`src/rtl/ide_host_pkg.sv`:
```
// ide_host_pkg: shared FSM states, task-file register addresses and status bits for the IDE host initiator.
// The DMA states exist only when IDE_HOST_DMA_EN is defined.
package ide_host_pkg;
`ifdef IDE_HOST_DMA_EN
    typedef enum logic [2:0] {IDLE, SETUP, ACTIVE, RECOVER, DMA_WAIT, DMA_XFER} state_e;
`else
    typedef enum logic [1:0] {IDLE, SETUP, ACTIVE, RECOVER} state_e;
`endif
    localparam logic [2:0] REG_DATA     = 3'd0;
    localparam logic [2:0] REG_ERROR    = 3'd1;
    localparam logic [2:0] REG_FEATURES = 3'd1;
    localparam logic [2:0] REG_SECCNT   = 3'd2;
    localparam logic [2:0] REG_SECNR    = 3'd3;
    localparam logic [2:0] REG_CYLLO    = 3'd4;
    localparam logic [2:0] REG_CYLHI    = 3'd5;
    localparam logic [2:0] REG_DRVHEAD  = 3'd6;
    localparam logic [2:0] REG_STATUS   = 3'd7;
    localparam logic [2:0] REG_COMMAND  = 3'd7;
    localparam logic [2:0] REG_ALTSTAT  = 3'd6;
    localparam logic [2:0] REG_DEVCTRL  = 3'd6;
    localparam int STAT_BSY = 7;
    localparam int STAT_DRQ = 3;
endpackage

```
`src/rtl/ide_host_sync2.sv`:
```
// ide_host_sync2: two-flop synchroniser for asynchronous drive-side inputs, with a selectable reset value.
module ide_host_sync2 #(
    parameter logic RST_VAL = 1'b0
) (
    input  logic clk,
    input  logic rst,
    input  logic d_i,
    output logic q_o
);
    logic meta_q;
    always_ff @(posedge clk) begin
        if (rst) begin
            meta_q <= RST_VAL;
            q_o    <= RST_VAL;
        end else begin
            meta_q <= d_i;
            q_o    <= meta_q;
        end
    end
endmodule

```
`src/rtl/ide_host_initiator.sv`:
```
// ide_host_initiator: host-side IDE/ATAPI PIO register-cycle master driven by a req/ack command port.
// Define IDE_HOST_DMA_EN to add the multiword DMA engine and its ports.
module ide_host_initiator
    import ide_host_pkg::*;
#(
    parameter int T_SETUP       = 3,
    parameter int T_ACTIVE      = 8,
    parameter int T_RECOVERY    = 4,
    parameter int IORDY_TIMEOUT = 255
) (
    input  logic        clk,
    input  logic        rst,
    input  logic        req,
    input  logic        req_write,
    input  logic        req_ctrl,
    input  logic [2:0]  req_addr,
    input  logic [15:0] req_wdata,
    output logic        ack,
    output logic        err,
    output logic [15:0] rdata,
    output logic        busy,
    output logic        intrq_s,
    output logic [2:0]  da,
    output logic        cs1fx_,
    output logic        cs3fx_,
    output logic        dior_,
    output logic        diow_,
    output logic [15:0] dd_out,
    output logic        dd_oe,
    input  logic [15:0] dd_in,
    input  logic        iordy,
    input  logic        intrq,
    input  logic        dmarq,
`ifdef IDE_HOST_DMA_EN
    input  logic        dma_start,
    input  logic [8:0]  dma_words,
    input  logic        dma_write,
    input  logic [15:0] dma_wdata,
    output logic        dma_wready,
    output logic        dma_rvalid,
    output logic        dma_done,
`endif
    output logic        dmack_
);
    localparam logic [7:0]  CNT_SETUP  = 8'(T_SETUP - 1);
    localparam logic [7:0]  CNT_ACTIVE = 8'(T_ACTIVE - 1);
    localparam logic [7:0]  CNT_RECOV  = 8'(T_RECOVERY - 1);
    localparam logic [15:0] WAIT_MAX   = 16'(IORDY_TIMEOUT);

    state_e      state_q;
    logic [7:0]  cnt_q;
    logic [15:0] wait_q;
    logic [15:0] rd_q;
    logic        write_q;
    logic        iordy_s;
    logic        dmarq_s;

    ide_host_sync2 #(.RST_VAL(1'b1)) u_sync_iordy (.clk(clk), .rst(rst), .d_i(iordy), .q_o(iordy_s));
    ide_host_sync2 #(.RST_VAL(1'b0)) u_sync_intrq (.clk(clk), .rst(rst), .d_i(intrq), .q_o(intrq_s));
    ide_host_sync2 #(.RST_VAL(1'b0)) u_sync_dmarq (.clk(clk), .rst(rst), .d_i(dmarq), .q_o(dmarq_s));

    assign busy = state_q != IDLE;

`ifdef IDE_HOST_DMA_EN
    logic       dma_q;
    logic [8:0] words_q;
`else
    logic unused_dmarq;
    assign unused_dmarq = dmarq_s;
    assign dmack_ = 1'b1;
`endif

    always_ff @(posedge clk) begin
        if (rst) begin
            state_q <= IDLE;
            cnt_q   <= '0;
            wait_q  <= '0;
            rd_q    <= '0;
            write_q <= 1'b0;
            da      <= '0;
            cs1fx_  <= 1'b1;
            cs3fx_  <= 1'b1;
            dior_   <= 1'b1;
            diow_   <= 1'b1;
            dd_oe   <= 1'b0;
            dd_out  <= '0;
            ack     <= 1'b0;
            err     <= 1'b0;
            rdata   <= '0;
`ifdef IDE_HOST_DMA_EN
            dma_q      <= 1'b0;
            words_q    <= '0;
            dmack_     <= 1'b1;
            dma_wready <= 1'b0;
            dma_rvalid <= 1'b0;
            dma_done   <= 1'b0;
`endif
        end else begin
            ack <= 1'b0;
`ifdef IDE_HOST_DMA_EN
            dma_wready <= 1'b0;
            dma_rvalid <= 1'b0;
            dma_done   <= 1'b0;
`endif
            case (state_q)
                IDLE: begin
`ifdef IDE_HOST_DMA_EN
                    if (dma_start) begin
                        dma_done <= dma_words == '0;
                        if (dma_words != '0) begin
                            words_q <= dma_words;
                            write_q <= dma_write;
                            dma_q   <= 1'b1;
                            state_q <= DMA_WAIT;
                        end
                    end else
`endif
                    // ack is still high in the cycle after completion, so a held req waits one more cycle
                    if (req && !ack) begin
                        write_q <= req_write;
                        da      <= req_addr;
                        cs1fx_  <= req_ctrl;
                        cs3fx_  <= !req_ctrl;
                        dd_oe   <= req_write;
                        if (req_write) dd_out <= req_wdata;
                        err     <= 1'b0;
                        cnt_q   <= CNT_SETUP;
                        state_q <= SETUP;
`ifdef IDE_HOST_DMA_EN
                        dma_q   <= 1'b0;
`endif
                    end
                end
                SETUP: begin
                    if (cnt_q != '0) cnt_q <= cnt_q - 8'd1;
                    else begin
                        dior_   <= write_q;
                        diow_   <= !write_q;
                        cnt_q   <= CNT_ACTIVE;
                        state_q <= ACTIVE;
                    end
                end
                ACTIVE: begin
                    if (cnt_q != '0) cnt_q <= cnt_q - 8'd1;
                    else if (iordy_s || wait_q == WAIT_MAX) begin
                        dior_   <= 1'b1;
                        diow_   <= 1'b1;
                        err     <= !iordy_s;
                        wait_q  <= '0;
                        if (!write_q) rd_q <= dd_in;
`ifdef IDE_HOST_DMA_EN
                        if (dma_q && !write_q) begin
                            rdata      <= dd_in;
                            dma_rvalid <= 1'b1;
                        end
`endif
                        cnt_q   <= CNT_RECOV;
                        state_q <= RECOVER;
                    end else wait_q <= wait_q + 16'd1;
                end
                RECOVER: begin
                    if (cnt_q != '0) cnt_q <= cnt_q - 8'd1;
`ifdef IDE_HOST_DMA_EN
                    else if (dma_q) begin
                        words_q <= words_q - 9'd1;
                        if (words_q == 9'd1) begin
                            dmack_   <= 1'b1;
                            dd_oe    <= 1'b0;
                            dma_done <= 1'b1;
                            dma_q    <= 1'b0;
                            state_q  <= IDLE;
                        end else state_q <= DMA_WAIT;
                    end
`endif
                    else begin
                        ack     <= 1'b1;
                        cs1fx_  <= 1'b1;
                        cs3fx_  <= 1'b1;
                        dd_oe   <= 1'b0;
                        if (!write_q) rdata <= rd_q;
                        state_q <= IDLE;
                    end
                end
`ifdef IDE_HOST_DMA_EN
                // dmack_ stays low here between words, so a dropped dmarq simply pauses the burst
                DMA_WAIT: begin
                    if (dmarq_s) begin
                        dmack_  <= 1'b0;
                        dd_oe   <= write_q;
                        if (write_q) begin
                            dd_out     <= dma_wdata;
                            dma_wready <= 1'b1;
                        end
                        state_q <= DMA_XFER;
                    end
                end
                DMA_XFER: begin
                    dior_   <= write_q;
                    diow_   <= !write_q;
                    cnt_q   <= CNT_ACTIVE;
                    state_q <= ACTIVE;
                end
`endif
                default: state_q <= IDLE;
            endcase
        end
    end
endmodule

```
`config.mk`:
```
export PLATFORM = sky130hd
export DESIGN_NAME = ide_host_initiator
export DESIGN_NICKNAME = d
export VERILOG_FILES = /design/src/rtl/ide_host_pkg.sv /design/src/rtl/ide_host_sync2.sv /design/src/rtl/ide_host_initiator.sv
export SDC_FILE = /design/constraint.sdc
export NUM_CORES = 1
export LEC_CHECK = 0
export BUFFER_PORTS_ARGS = -buffer_cell sky130_fd_sc_hd__buf_2
export CAP_MARGIN = 20
export CORE_AREA = 2 2 95 97
export CTS_CLUSTER_DIAMETER = 80
export CTS_CLUSTER_SIZE = 25
export DETAILED_ROUTE_END_ITERATION = 8
export DIE_AREA = 0 0 97 99
export GPL_ROUTABILITY_DRIVEN = 0
export PLACE_DENSITY = 0.68
export SETUP_SLACK_MARGIN = 0.05
export SLEW_MARGIN = 20
export SYNTH_ARGS = -nofsm -noshare
export SYNTH_HDL_FRONTEND = slang
export SYNTH_HIERARCHICAL = 1
export SYNTH_SLANG_ARGS = --single-unit
export TNS_END_PERCENT = 5
```
`constraint.sdc`:
```
create_clock -name clk -period 2.35 [get_ports clk]
set_input_delay 0.1175 -clock clk [delete_from_list [all_inputs] [get_ports clk]]
set_output_delay 0.1175 -clock clk [all_outputs]
set_load 0.03 [all_outputs]
```
* Word-level counts from Yosys, hierarchy flattened
Index checks and enable logic that the tools add are counted.
Cells by class: add/subtract/negate cells 2, eq/ne operators 11, multiplexer cells 32, bitwise gates (word level) 3, reductions and logical operators 23
Operators with widths (number):
- $mux W8 | 5
- $pmux W8 S4 | 1
- $add A16 B1 Y16 const B | 1
- $eq A16 B8 Y1 const B | 1
- $mux W16 | 1
- $mux W1 | 13
- $ne A2 B2 Y1 const B | 6
- $pmux W1 S2 | 6
- $reduce_and A3 Y1 | 4
- $reduce_and A4 Y1 | 3
- $mux W2 | 5
- $pmux W2 S4 | 1
- $reduce_bool A2 Y1 | 4
- $reduce_bool A8 Y1 | 1
- $sub A8 B1 Y8 const B | 1
- $reduce_and A5 Y1 | 1
- $eq A2 B2 Y1 const B | 2
- $logic_not A1 Y1 | 4
- $reduce_and A2 Y1 | 2
- $ne A3 B3 Y1 const B | 1
- $not A1 Y1 | 3
- $eq A2 B1 Y1 const B | 1
- $logic_not A2 Y1 | 1
- $reduce_or A2 Y1 | 1
- 2 further kinds | 2
Storage, ports and cells: flip-flop bits (word level) 89, input port bits 43, output and inout port bits 45

* Depth between registers and ports, before layout
Gate-level depths: netlist (run 1).
word-level depth 5, depth in mapped cells 9, mapped depth without buffers 7

* By module
The synthesis (run 1) kept the hierarchy.
Modules (own cells, without submodules):
- ide_host_initiator | times used 1, cells an instance 441, area an instance 3671.0 um^2, sequential area each 1701.6 um^2
- ide_host_sync2 | times used 2, cells an instance 4, area an instance 52.6 um^2, sequential area each 40.0 um^2

* Worst setup path before layout (run 1)
No wires, ideal clock.
path kind reg2reg, start register state_q[0], end register dd_out[10], library setup time 0.070 ns, arrival time 1.996 ns, required time 2.280 ns, path slack 0.283 ns, cell stages (with the launch flop) 10, buffers on the path 2, cells stage by stage dfxtp_1 inv_1 ha_1 inv_1 or2_2 clkbuf_1 nor2_1 clkbuf_1 nand2_1 a21oi_1
Between the ends: word-level cells in the longest chain between the ends 2
RTL lines:
- start, declared | RTL line ide_host_initiator.sv:50 | state_e state_q;
- start signal, assigned | RTL line ide_host_initiator.sv:75 | state_q <= IDLE;
- start signal, assigned | RTL line ide_host_initiator.sv:128 | state_q <= SETUP;
- start signal, assigned | RTL line ide_host_initiator.sv:140 | state_q <= ACTIVE;
- $logic_not A2 Y1 | RTL line ide_host_initiator.sv:105 | case (state_q)
- $reduce_and A3 Y1 (no source line)
- end signal, assigned | RTL line ide_host_initiator.sv:125 | if (req_write) dd_out <= req_wdata;
- end, declared | RTL line ide_host_initiator.sv:28 | output logic [15:0] dd_out,
No other way between the ends. A chain may end at the register's enable or synchronous reset.

* Worst setup path after layout (run 1)
start register cnt_q[0], end register cnt_q[5]
Between the ends: word-level cells in the longest chain between the ends 3, elaborated cells on any way between the ends 9
RTL lines:
- start, declared | RTL line ide_host_initiator.sv:51 | logic [7:0] cnt_q;
- start signal, assigned | RTL line ide_host_initiator.sv:135 | if (cnt_q != '0) cnt_q <= cnt_q - 8'd1;
- start signal, assigned | RTL line ide_host_initiator.sv:144 | if (cnt_q != '0) cnt_q <= cnt_q - 8'd1;
- start signal, assigned | RTL line ide_host_initiator.sv:162 | if (cnt_q != '0) cnt_q <= cnt_q - 8'd1;
- $sub A8 B1 Y8 / $reduce_bool A8 Y1 (equally long branches) | RTL line ide_host_initiator.sv:135, ide_host_initiator.sv:144, ide_host_initiator.sv:162
- $mux W8 (tied with other cells) | RTL line ide_host_initiator.sv:162
- $pmux W8 S4 / $reduce_and A3 Y1 (equally long branches)
Several ways; a longest one is shown, not always the timed one. The select of a mux whose other input is x is not followed.

==> results.md, run 1 <==
* Post-synthesis mux area share at 5.567%
* Slew headroom at 48.21%
* Sequential area share after synthesis at a little under half
* IO buf count at 85
* Fin cells at around 680
* Root Buffer: clkbuf_8
* RSZ-0062 raised after global routing: false
* Total Power at approximately 4.6 mW
* Placed instance count at about 630
* Pwr dens at between 900 and 1000 nW/um^2
* Post-synthesis cell type count at 54
* Vias at about 3500
* Worst setup EP type: flip-flop
* Die height at between 90 and 100 microns
* Total global routing overflow at 0
* Total Routing Usage GR at 19.82%
* Area growth syn-to-layout at 28.96%
* Worst path depth at 7
* Simple-gate portion of the synthesized area at about a quarter
* Compound-Gate Fraction of Synth Area at 14.12%
* Antenna cells at 0
* FF+latch count, synth at 89
* Reg clk slew, reported paths at 0.09 ns
* Synth Area in Adders at under 10%
* CP max-delay cell: nor4_1
* Global-route wire length before repair at 15810 microns
* Worst skew pair latency at 0.35 ns
* Mapped Cells at about 450
* Lkg Pwr at around 2.1 nW
* CP peak stage delay at 0.62 ns
* Setup Total Neg Slack at 0 ns
* Cell area after layout at between 4000 and 5000 sq um
* Final cycle utilization of the critical path at a little over 90%
* Final Core Density at around 57%
* Setup WS post-layout at 0.1719 ns
* Worst Path Buf+Inv at 1
* Count of pins over their slew limit at 0
* CORE AREA at ~8600 sq um
* FILL cells at between 700 and 800
* Synthesized Nets at 498
* Pin count of the biggest net entering global routing at 50
* DRT antenna net count at 0
* Share of cells above drive strength 1 at 21.72%
* Startpoint types: flip-flop
* Die area at ~9600 sq um
* CTS Sinks at 89
* Cell area after synthesis at around 3800 sq um
* Worst r2r dst: cnt_q[5]
* Required @ worst endpoint at between 2 and 3 ns
* FFs w/ async S/R, synth at 0%
* Die width at 97 microns
* Synth warn at 6
* Worst R2R Path Depth at 7
* Reg2reg setup slack at ~0.17 ns
* Routed wire length at between 9000 and 10000 microns
* Row count at 34
* CP delay by family, top: simple AND/OR/NAND/NOR gates
* Peak VDD IR at 0.5386 mV
* Critical R2R Launch: cnt_q[0]
* H-tree Lvls at 3
* Setup WS pre-CTS at around 0.16 ns
* Clock buffer count from CTS at 9
* Critical Path Sink: cnt_q[5]
* Initial antenna violation count at 0
* # nets final at just over 600
* Hold Fails Final Rpt at 0
* Post-synth EDFFs at 0
* TritonCTS clock tree: built
* Main synth FF type: dfxtp_1
* XOR/XNOR Fraction of Synth Area at around 2.3%
* Crit path from: cnt_q[0]
* CTS max path bufs at 2
* Worst Hold Class: in -> reg
* Initial core utilization at between 40 and 50%
* Worst-path maximum fanout at 8
* # IOs at 88
* Status: finished, final reports clean
* Final setup fails at 0
* Initial DRC count at ~170
* Slew @ Worst Pin at a little under 0.8 ns
* WP data arrival at 2.44 ns
* Mapped Avg Cell Area at 8.410 sq um
* WHS at 0.02206 ns
* Largest family of logic cells by synthesized area: simple AND/OR/NAND/NOR gates
* CP Class: reg -> reg
* HPWL after DPL at 6017 microns
* Max-cap violations at 0
* DRC violations left at 0
* Post-DR wirelength/cell at between 10 and 15 microns
* Vias in the first global route at 3424
* Fin crit period at around 2.2 ns
* Setup Skew at slightly below 0.01 ns
* Drt pass-1 iters at 5
* Peak Freq at between 400 and 500 MHz
* Via density per instance at slightly above 5
* Crit path cell chain: inv_1, ha_1, or3b_2, nor2_4, nor4_1, a21oi_1, a311oi_1
* Dpl cell area at 4325 sq um
placed cells by master, fill, tap and decap left out, types with 9 or more instances in the layout:
cell type | Yosys | final
a21oi_1 | 47 | 47
buf_2 | 2 | 85
buf_4 | 4 | 15
clkbuf_8 | 0 | 9
dfxtp_1 | 89 | 89
dlygate4sd3_1 | 0 | 31
inv_1 | 12 | 12
mux2i_1 | 21 | 21
nand2_1 | 86 | 86
nand3_1 | 12 | 12
nor2_1 | 49 | 49
nor3_1 | 9 | 9
o21ai_0 | 14 | 14
state kept, by name, summed over array words and instances, names as in the netlist:
name / flops
cs3fx_: 1
u_sync_iordy/meta_q: 1
state_q: 2
dd_oe: 1
write_q: 1
rdata: 16
ack: 1
cnt_q: 8
u_sync_iordy/q_o: 1
rd_q: 16
err: 1
u_sync_intrq/q_o: 1
da: 3
cs1fx_: 1
u_sync_intrq/meta_q: 1
wait_q: 16
dd_out: 16
diow_: 1
dior_: 1
cells by family after synthesis:
| logic type | Yosys count |
|---|---|
| adders and majority gates | 6 |
| DFF | 89 |
| buffers and inverters | 37 |
| AOI/OAI and AO/OA | 88 |
| xor gates and xnor gates | 10 |
| other | 1 |
| and+or+nand+nor | 197 |
| muxes | 21 |
worst reg2reg max path, stage by stage (launching register included):
cell      delay (ns)
dfxtp_1         0.38
inv_1           0.06
ha_1            0.23
or3b_2          0.28
nor2_4          0.08
nor4_1          0.62
a21oi_1         0.19
a311oi_1        0.26
cells in the mapped netlist (3+ instances only):
cell | n | share of area [%]
xor2_1 | 8 | 1.9
nand2b_1 | 4 | 0.66
ha_1 | 6 | 2.0
nand3_1 | 12 | 1.6
buf_4 | 4 | 0.80
nor4_1 | 4 | 0.66
clkbuf_1 | 16 | 1.6
o22ai_1 | 4 | 0.66
nand2_1 | 86 | 8.5
a21oi_1 | 47 | 6.2
dfxtp_1 | 89 | 47
mux2i_1 | 21 | 5.6
nand4_1 | 7 | 1.2
o21ai_0 | 14 | 1.9
nor3_1 | 9 | 1.2
nor2b_1 | 3 | 0.50
and4_1 | 3 | 0.70
inv_1 | 12 | 1.2
a31oi_1 | 6 | 0.99
nand3b_1 | 3 | 0.60
nor2_1 | 49 | 4.9
worst min path at each step:
stage                          endpoint  cells past startpoint  slack, ns     startpoint
global route                 dd_out[11]                      3      0.005  req_wdata[11]
detailed placement  u_sync_iordy/meta_q                      2       0.30          iordy
floorplan           u_sync_intrq/meta_q                      1       0.19            rst
global placement    u_sync_iordy/meta_q                      2       0.30          iordy
CTS                          dd_out[11]                      3      0.002  req_wdata[11]
finish                         rd_q[13]                      3       0.02      dd_in[13]
power by group:
| group | leakage [nW] | switching (mW) | total (mW) | internal (mW) |
|---|---|---|---|---|
| Clock | 0.113 | 0.565 | 1.18 | 0.613 |
| Sequential | 0.722 | 0.108 | 1.77 | 1.66 |
| Combinational | 1.28 | 1.03 | 1.64 | 0.606 |
routing by layer:
metal,vias up,track usage (%),wire length (microns)
met5,-,0,0
met4,0,6.717,78
met1,1617,24.45,3980
li1,1771,-,-
met2,102,33.28,4509
met3,6,5.887,634
area by class of cell:
cell class	instances	area, sq um	share of cell area, %
clock buffer	9	123.9	2.544
multi-input combinational	323	1834	37.67
inverter	13	48.80	1.002
tap	108	135.1	2.775
timing repair buffer	131	848.3	17.42
sequential	89	1782	36.59
clock inverter	6	97.59	2.004
what timing repair did:
item	4_1_cts	5_1_grt
resized for setup	0	1
hold buffers	31	0
buffers inserted	0	1
setup endpoints to repair	0	5
hold endpoints to repair	31	0
Power figures use the tool's default switching activity.
==> run 2: changes to the inputs <==
- CORE_AREA: 2 2 95 97 -> 2 2 88 90
- DIE_AREA: 0 0 97 99 -> 0 0 90 92
- PLACE_DENSITY: 0.68 -> 0.77
==> run 2 against run 1 <==
  * First-iteration DRC count rose by 18%
  * Cell count decreased by 0.88%
  * Critical endpoint is now cnt_q[1]
  * Total power fell by 2.1%
  * Non-clock buffer count fell by 1
  * Core utilization up 8.1 points
  * Worst setup slack improved by 0.012 ns
  * Sequential power about the same
  * Largest power group unchanged
  * Cell area shrank 0.51%
==> results.md, run 2 (synthesis gave the netlist of run 1 again) <==
* Die height at ~90 microns
* Slew headroom at 50.06%
* Worst Hold Class: in -> reg
* Global-route wire length before repair at 15440 microns
* Worst Hold Depth at 3
* IO buf count at 85
* # nets final at between 600 and 700
* Worst R2R Path Depth at 7
* Reg2reg setup slack at roughly 0.18 ns
* WHS at around 0.026 ns
* Dpl cell area at roughly 4300 sq um
* Die width at around 90 microns
* Initial antenna violation count at 0
* Vias in the first global route at ~3400
* Setup Total Neg Slack at 0 ns
* Peak VDD IR at between 0.5 and 0.6 mV
* Row count at 32
* Worst-path maximum fanout at 13
* Max-cap violations at 0
* HPWL after DPL at roughly 6000 microns
* DRT antenna net count at 0
* CORE AREA at 7447 sq um
* Slew @ Worst Pin at between 0.7 and 0.8 ns
* Die area at around 8300 sq um
* Vias at around 3600
* Status: finished, final reports clean
* Root Buffer: clkbuf_8
* Initial DRC count at ~190
* Peak Freq at about 460 MHz
* WP data arrival at around 2.4 ns
* Hold path endpoint: rd_q[8]
* Final setup fails at 0
* Register area at around 1800 sq um
* FILL cells at between 500 and 600
* Min-delay src: dd_in[8]
* Routed wire length at 9383 microns
* Required @ worst endpoint at 2.61 ns
* Clock buffer count from CTS at 9
* Post-DR wirelength/cell at around 14 microns
* CTS max path bufs at 2
* H-tree Lvls at 3
* Total Routing Usage GR at roughly 23%
* Area growth syn-to-layout at 28.30%
* Antenna cells at 0
* Via density per instance at about 5.3
* Count of pins over their slew limit at 0
* Lkg Pwr at around 2.1 nW
* CP Class: reg -> reg
* Share of cells above drive strength 1 at 21.54%
* Pin count of the biggest net entering global routing at 44
* RSZ-0062 raised after global routing: false
* Worst setup EP type: flip-flop
* Reg clk slew, reported paths at 0.10 ns
* Startpoint types: flip-flop
* Setup Skew at 0.01798 ns
* Worst r2r dst: cnt_q[1]
* Pwr dens at between 900 and 1000 nW/um^2
* Multi-input logic area at about 1800 sq um
* Commonest cells after routing, fill and taps aside: dfxtp_1, nand2_1, buf_2
* Commonest non-fill, non-tap cell in the layout: dfxtp_1
* # IOs at 88
* Cell area after layout at approximately 4800 sq um
* Total global routing overflow at 0
* Initial core utilization at about 50%
* Post-CTS Setup Inserts at 0
* CTS Sinks at 89
* Final cycle utilization of the critical path at between 90 and 100%
* Hold Fails Final Rpt at 0
* Critical R2R Launch: wait_q[8]
* DRC violations left at 0
* Worst skew pair latency at 0.36 ns
* Drt pass-1 iters at 5
* TritonCTS clock tree: built
* Fin crit period at 2.166 ns
run 2: cell count changes in the layout (fill, tap and decap cells not counted), moves of 2 or more:
cell           change
buf_4              -3
clkinv_8           +2
bufinv_16          -2
dlygate4sd3_1      +2
run 2: worst max path at each step:
stage / startpoint / slack (ns) / endpoint / cells past startpoint
global route: wait_q[0] / 0.05 / cnt_q[1] / 8
detailed placement: wait_q[8] / 0.22 / cnt_q[1] / 7
floorplan: state_q[0] / 0.28 / dd_out[10] / 9
finish: wait_q[8] / 0.18 / cnt_q[1] / 7
global placement: wait_q[0] / 0.26 / rd_q[15] / 7
CTS: wait_q[8] / 0.18 / cnt_q[1] / 7
run 2: through the flow:
stage	power [mW]	cells	util [%]	setup WS, ns
3_5_place_dp	3.366	624	57.78	0.2237
2_1_floorplan	2.986	449	-	0.2832
6_report	4.493	673	65.05	0.1841
3_3_place_gp	3.322	624	57.78	0.2575
4_1_cts	4.466	673	64.97	0.1827
5_1_grt	4.752	673	65.05	0.05062
run 2: what timing repair did:
action                                  4_1_cts  5_1_grt
hold buffers                                 33        0
hold endpoints to repair                     33        0
endpoints found under the setup margin        0        1
resized for setup                             0        1
run 2: layout make-up:
| cell class | count | area share [%] |
|---|---|---|
| clock buffers | 9 | 2.557 |
| clock inverters | 7 | 1.679 |
| inverters | 13 | 1.007 |
| multi-input cells | 323 | 37.89 |
| flip-flops and latches | 89 | 36.78 |
| well taps | 102 | 2.634 |
| repair buffers | 130 | 17.46 |
run 2: routing by layer:
metal | up-vias | wire length [microns] | global-route usage [%]
met3 | 16 | 669 | 6.081
met2 | 129 | 4534 | 39.04
li1 | 1777 | - | -
met1 | 1677 | 4007 | 27.46
met4 | 0 | 172 | 7.051
met5 | - | 0 | 0
run 2: critical path, stage by stage (launching register included):
cell      delay [ns]
dfxtp_1         0.39
or4_4           0.57
nor4_4          0.21
buf_4           0.24
o311a_1         0.21
buf_4           0.16
nor2_1          0.05
a211oi_1        0.23
run 2: power breakdown:
| group | switching (mW) | internal [mW] | total [mW] |
|---|---|---|---|
| sequential | 0.112 | 1.66 | 1.78 |
| combinational | 1.05 | 0.605 | 1.66 |
| clock | 0.636 | 0.427 | 1.06 |
| total | 1.80 | 2.70 | 4.49 |
==> run 3: changes to the inputs <==
- BUFFER_PORTS_ARGS: -buffer_cell sky130_fd_sc_hd__buf_2 -> -buffer_cell sky130_fd_sc_hd__buf_4
==> run 3 against run 2 <==
  * Worst setup slack worse by 0.0019 ns
  * Global-route usage up 1.8 points
  * Count of clock-buffer cells in the layout up 1
  * First-iteration DRC count up 35%
  * Critical path type unchanged
==> results.md, run 3 (synthesis gave the netlist of run 1 again) <==
* Status: finished, final reports clean
* Antenna cells at 0
* IO buf count at between 80 and 90
* CORE AREA at roughly 7400 sq um
* Cell area after layout at 5082 sq um
* Commonest non-fill, non-tap cell in the layout: buf_4
* Multi-input logic area at approximately 1800 sq um
* Drt pass-1 iters at 5
* CP delay by family, top: simple AND/OR/NAND/NOR gates
* Register area at 1782 sq um
* Vias at between 3000 and 4000
* Count of pins over their slew limit at 0
* Lkg Pwr at 2.138 nW
* Die width at 90 microns
* Setup Skew at ~0.016 ns
* Sequential share of power at 38.5%
* Peak VDD IR at between 0.5 and 0.6 mV
* DRC violations left at 0
* Reg clk slew, reported paths at 0.10 ns
* Setup Total Neg Slack at 0 ns
* Global-route wire length before repair at about 16000 microns
* Comb power frac at 37.2%
* CP max-delay cell: or4_1
* Post-CTS Setup Inserts at 0
* Via density per instance at 5.373
* Critical R2R Launch: cnt_q[3]
* Hold Fails Final Rpt at 0
* Final setup fails at 0
* Clock power frac at 24.3%
* Final cycle utilization of the critical path at 92.25%
* Initial DRC count at between 200 and 300
* Slew headroom at 61.00%
* Total Routing Usage GR at around 24%
* Setup WS pre-CTS at about 0.26 ns
* Clock buffer count from CTS at 9
* Worst Hold Class: in -> reg
* Peak Freq at roughly 460 MHz
* Max-cap violations at 0
* Required @ worst endpoint at between 2 and 3 ns
* WP data arrival at roughly 2.5 ns
* Commonest cells after routing, fill and taps aside: buf_4, dfxtp_1, nand2_1
* GR Layer Usage met3 at 7.970%
* Worst-path maximum fanout at 8
* Pin count of the biggest net entering global routing at 46
* Top Usage Layer GRT: met2
* GR Layer Usage met1 at between 20 and 30%
* Setup WS post-layout at 0.1822 ns
* Root Buffer: clkbuf_8
* Min-delay src: req_wdata[14]
* Share of cells above drive strength 1 at roughly a fifth
* Area growth syn-to-layout at 34.59%
* Row count at 32
* RSZ-0062 raised after global routing: true
* Worst setup EP type: flip-flop
* Die area at ~8300 sq um
* Switch Pwr at 1.783 mW
* CP Class: reg -> reg
* Die height at approximately 92 microns
* CTS max path bufs at 2
* # IOs at 88
* TritonCTS clock tree: built
* WHS at roughly 0.030 ns
* Crit path cell chain: or4_1, nor2_2, o21ai_0, a21oi_1, o221a_2
* CTS Sinks at 89
* Dpl cell area at 4508 sq um
* HPWL after DPL at between 6000 and 7000 microns
* Startpoint types: flip-flop
* Initial core utilization at between 50% and 60%
* Initial antenna violation count at 0
* Vias in the first global route at roughly 3500
* Net Sw Frac at between 30% and 40%
* Crit path from: cnt_q[3]
* CP peak stage delay at 0.69 ns
* Int Power at around 2.8 mW
* Pwr dens at 911.4 nW/um^2
* Worst Path Buf+Inv at 0
* Routed wire length at around 9900 microns
* Slew @ Worst Pin at ~0.58 ns
* DRT antenna net count at 0
* # nets final at roughly 620
* Worst skew pair latency at about 0.37 ns
* Post-DR wirelength/cell at between 10 and 15 microns
* Fin crit period at between 2 and 2.5 ns
* Total global routing overflow at 0
* H-tree Lvls at 3
* FILL cells at ~570
* Met2 GRT Util at about two fifths
-- run 3: power groups by stage --
| stage | combinational, mW | sequential (mW) | clock (mW) |
|---|---|---|---|
| 2_1_floorplan | 1.08 | 1.91 | 0 |
| 3_3_place_gp | 1.59 | 1.80 | 0 |
| 3_5_place_dp | 1.63 | 1.81 | 0 |
| 4_1_cts | 1.69 | 1.77 | 1.14 |
| 5_1_grt | 1.88 | 1.80 | 1.20 |
| 6_report | 1.73 | 1.78 | 1.13 |
-- run 3: stage by stage --
stage / power (mW) / utilization, % / std cells
after global routing: 4.879 / 68.25 / 675
after global placement: 3.384 / 60.53 / 623
after detailed placement: 3.439 / 60.53 / 623
after CTS: 4.603 / 68.16 / 675
after floorplan: 2.986 / - / 449
final: 4.632 / 68.25 / 675
-- run 3: worst register-to-register path: stages, from the launching register on --
cell and delay (ns):
dfxtp_1 0.38, or4_1 0.70, nor2_2 0.34, o21ai_0 0.20, a21oi_1 0.27, o221a_2 0.25
-- run 3: path summary, 6_finish.rpt --
check	end	slack (ns)	cells past startpoint
max	state_q[0]	0.18	5
min	dd_out[14]	0.03	3
max reg2reg	state_q[0]	0.18	5
min reg2reg	u_sync_iordy/q_o	0.42	1
-- run 3: layout make-up --
| class | instances | share of cell area [%] |
|---|---|---|
| Clock buffer | 10 | 2.511 |
| Clock inverter | 6 | 1.576 |
| Inverter | 13 | 0.9601 |
| Multi-Input combinational cell | 323 | 36.12 |
| Sequential cell | 89 | 35.06 |
| Tap cell | 102 | 2.511 |
| Timing Repair Buffer | 132 | 21.27 |
-- run 3: timing repair --
action                     in CTS  in global routing
hold endpoints to repair       36                  0
setup endpoints to repair       0                  2
hold buffers                   36                  0
gates resized for setup         0                  1
-- run 3: routing by layer --
| metal | share of wire (%) | vias up |
|---|---|---|
| met4 | 2.1 | 0 |
| met1 | 41 | 1702 |
| met2 | 50 | 122 |
| met5 | 0 | - |
| met3 | 6.9 | 23 |
| li1 | - | 1780 |
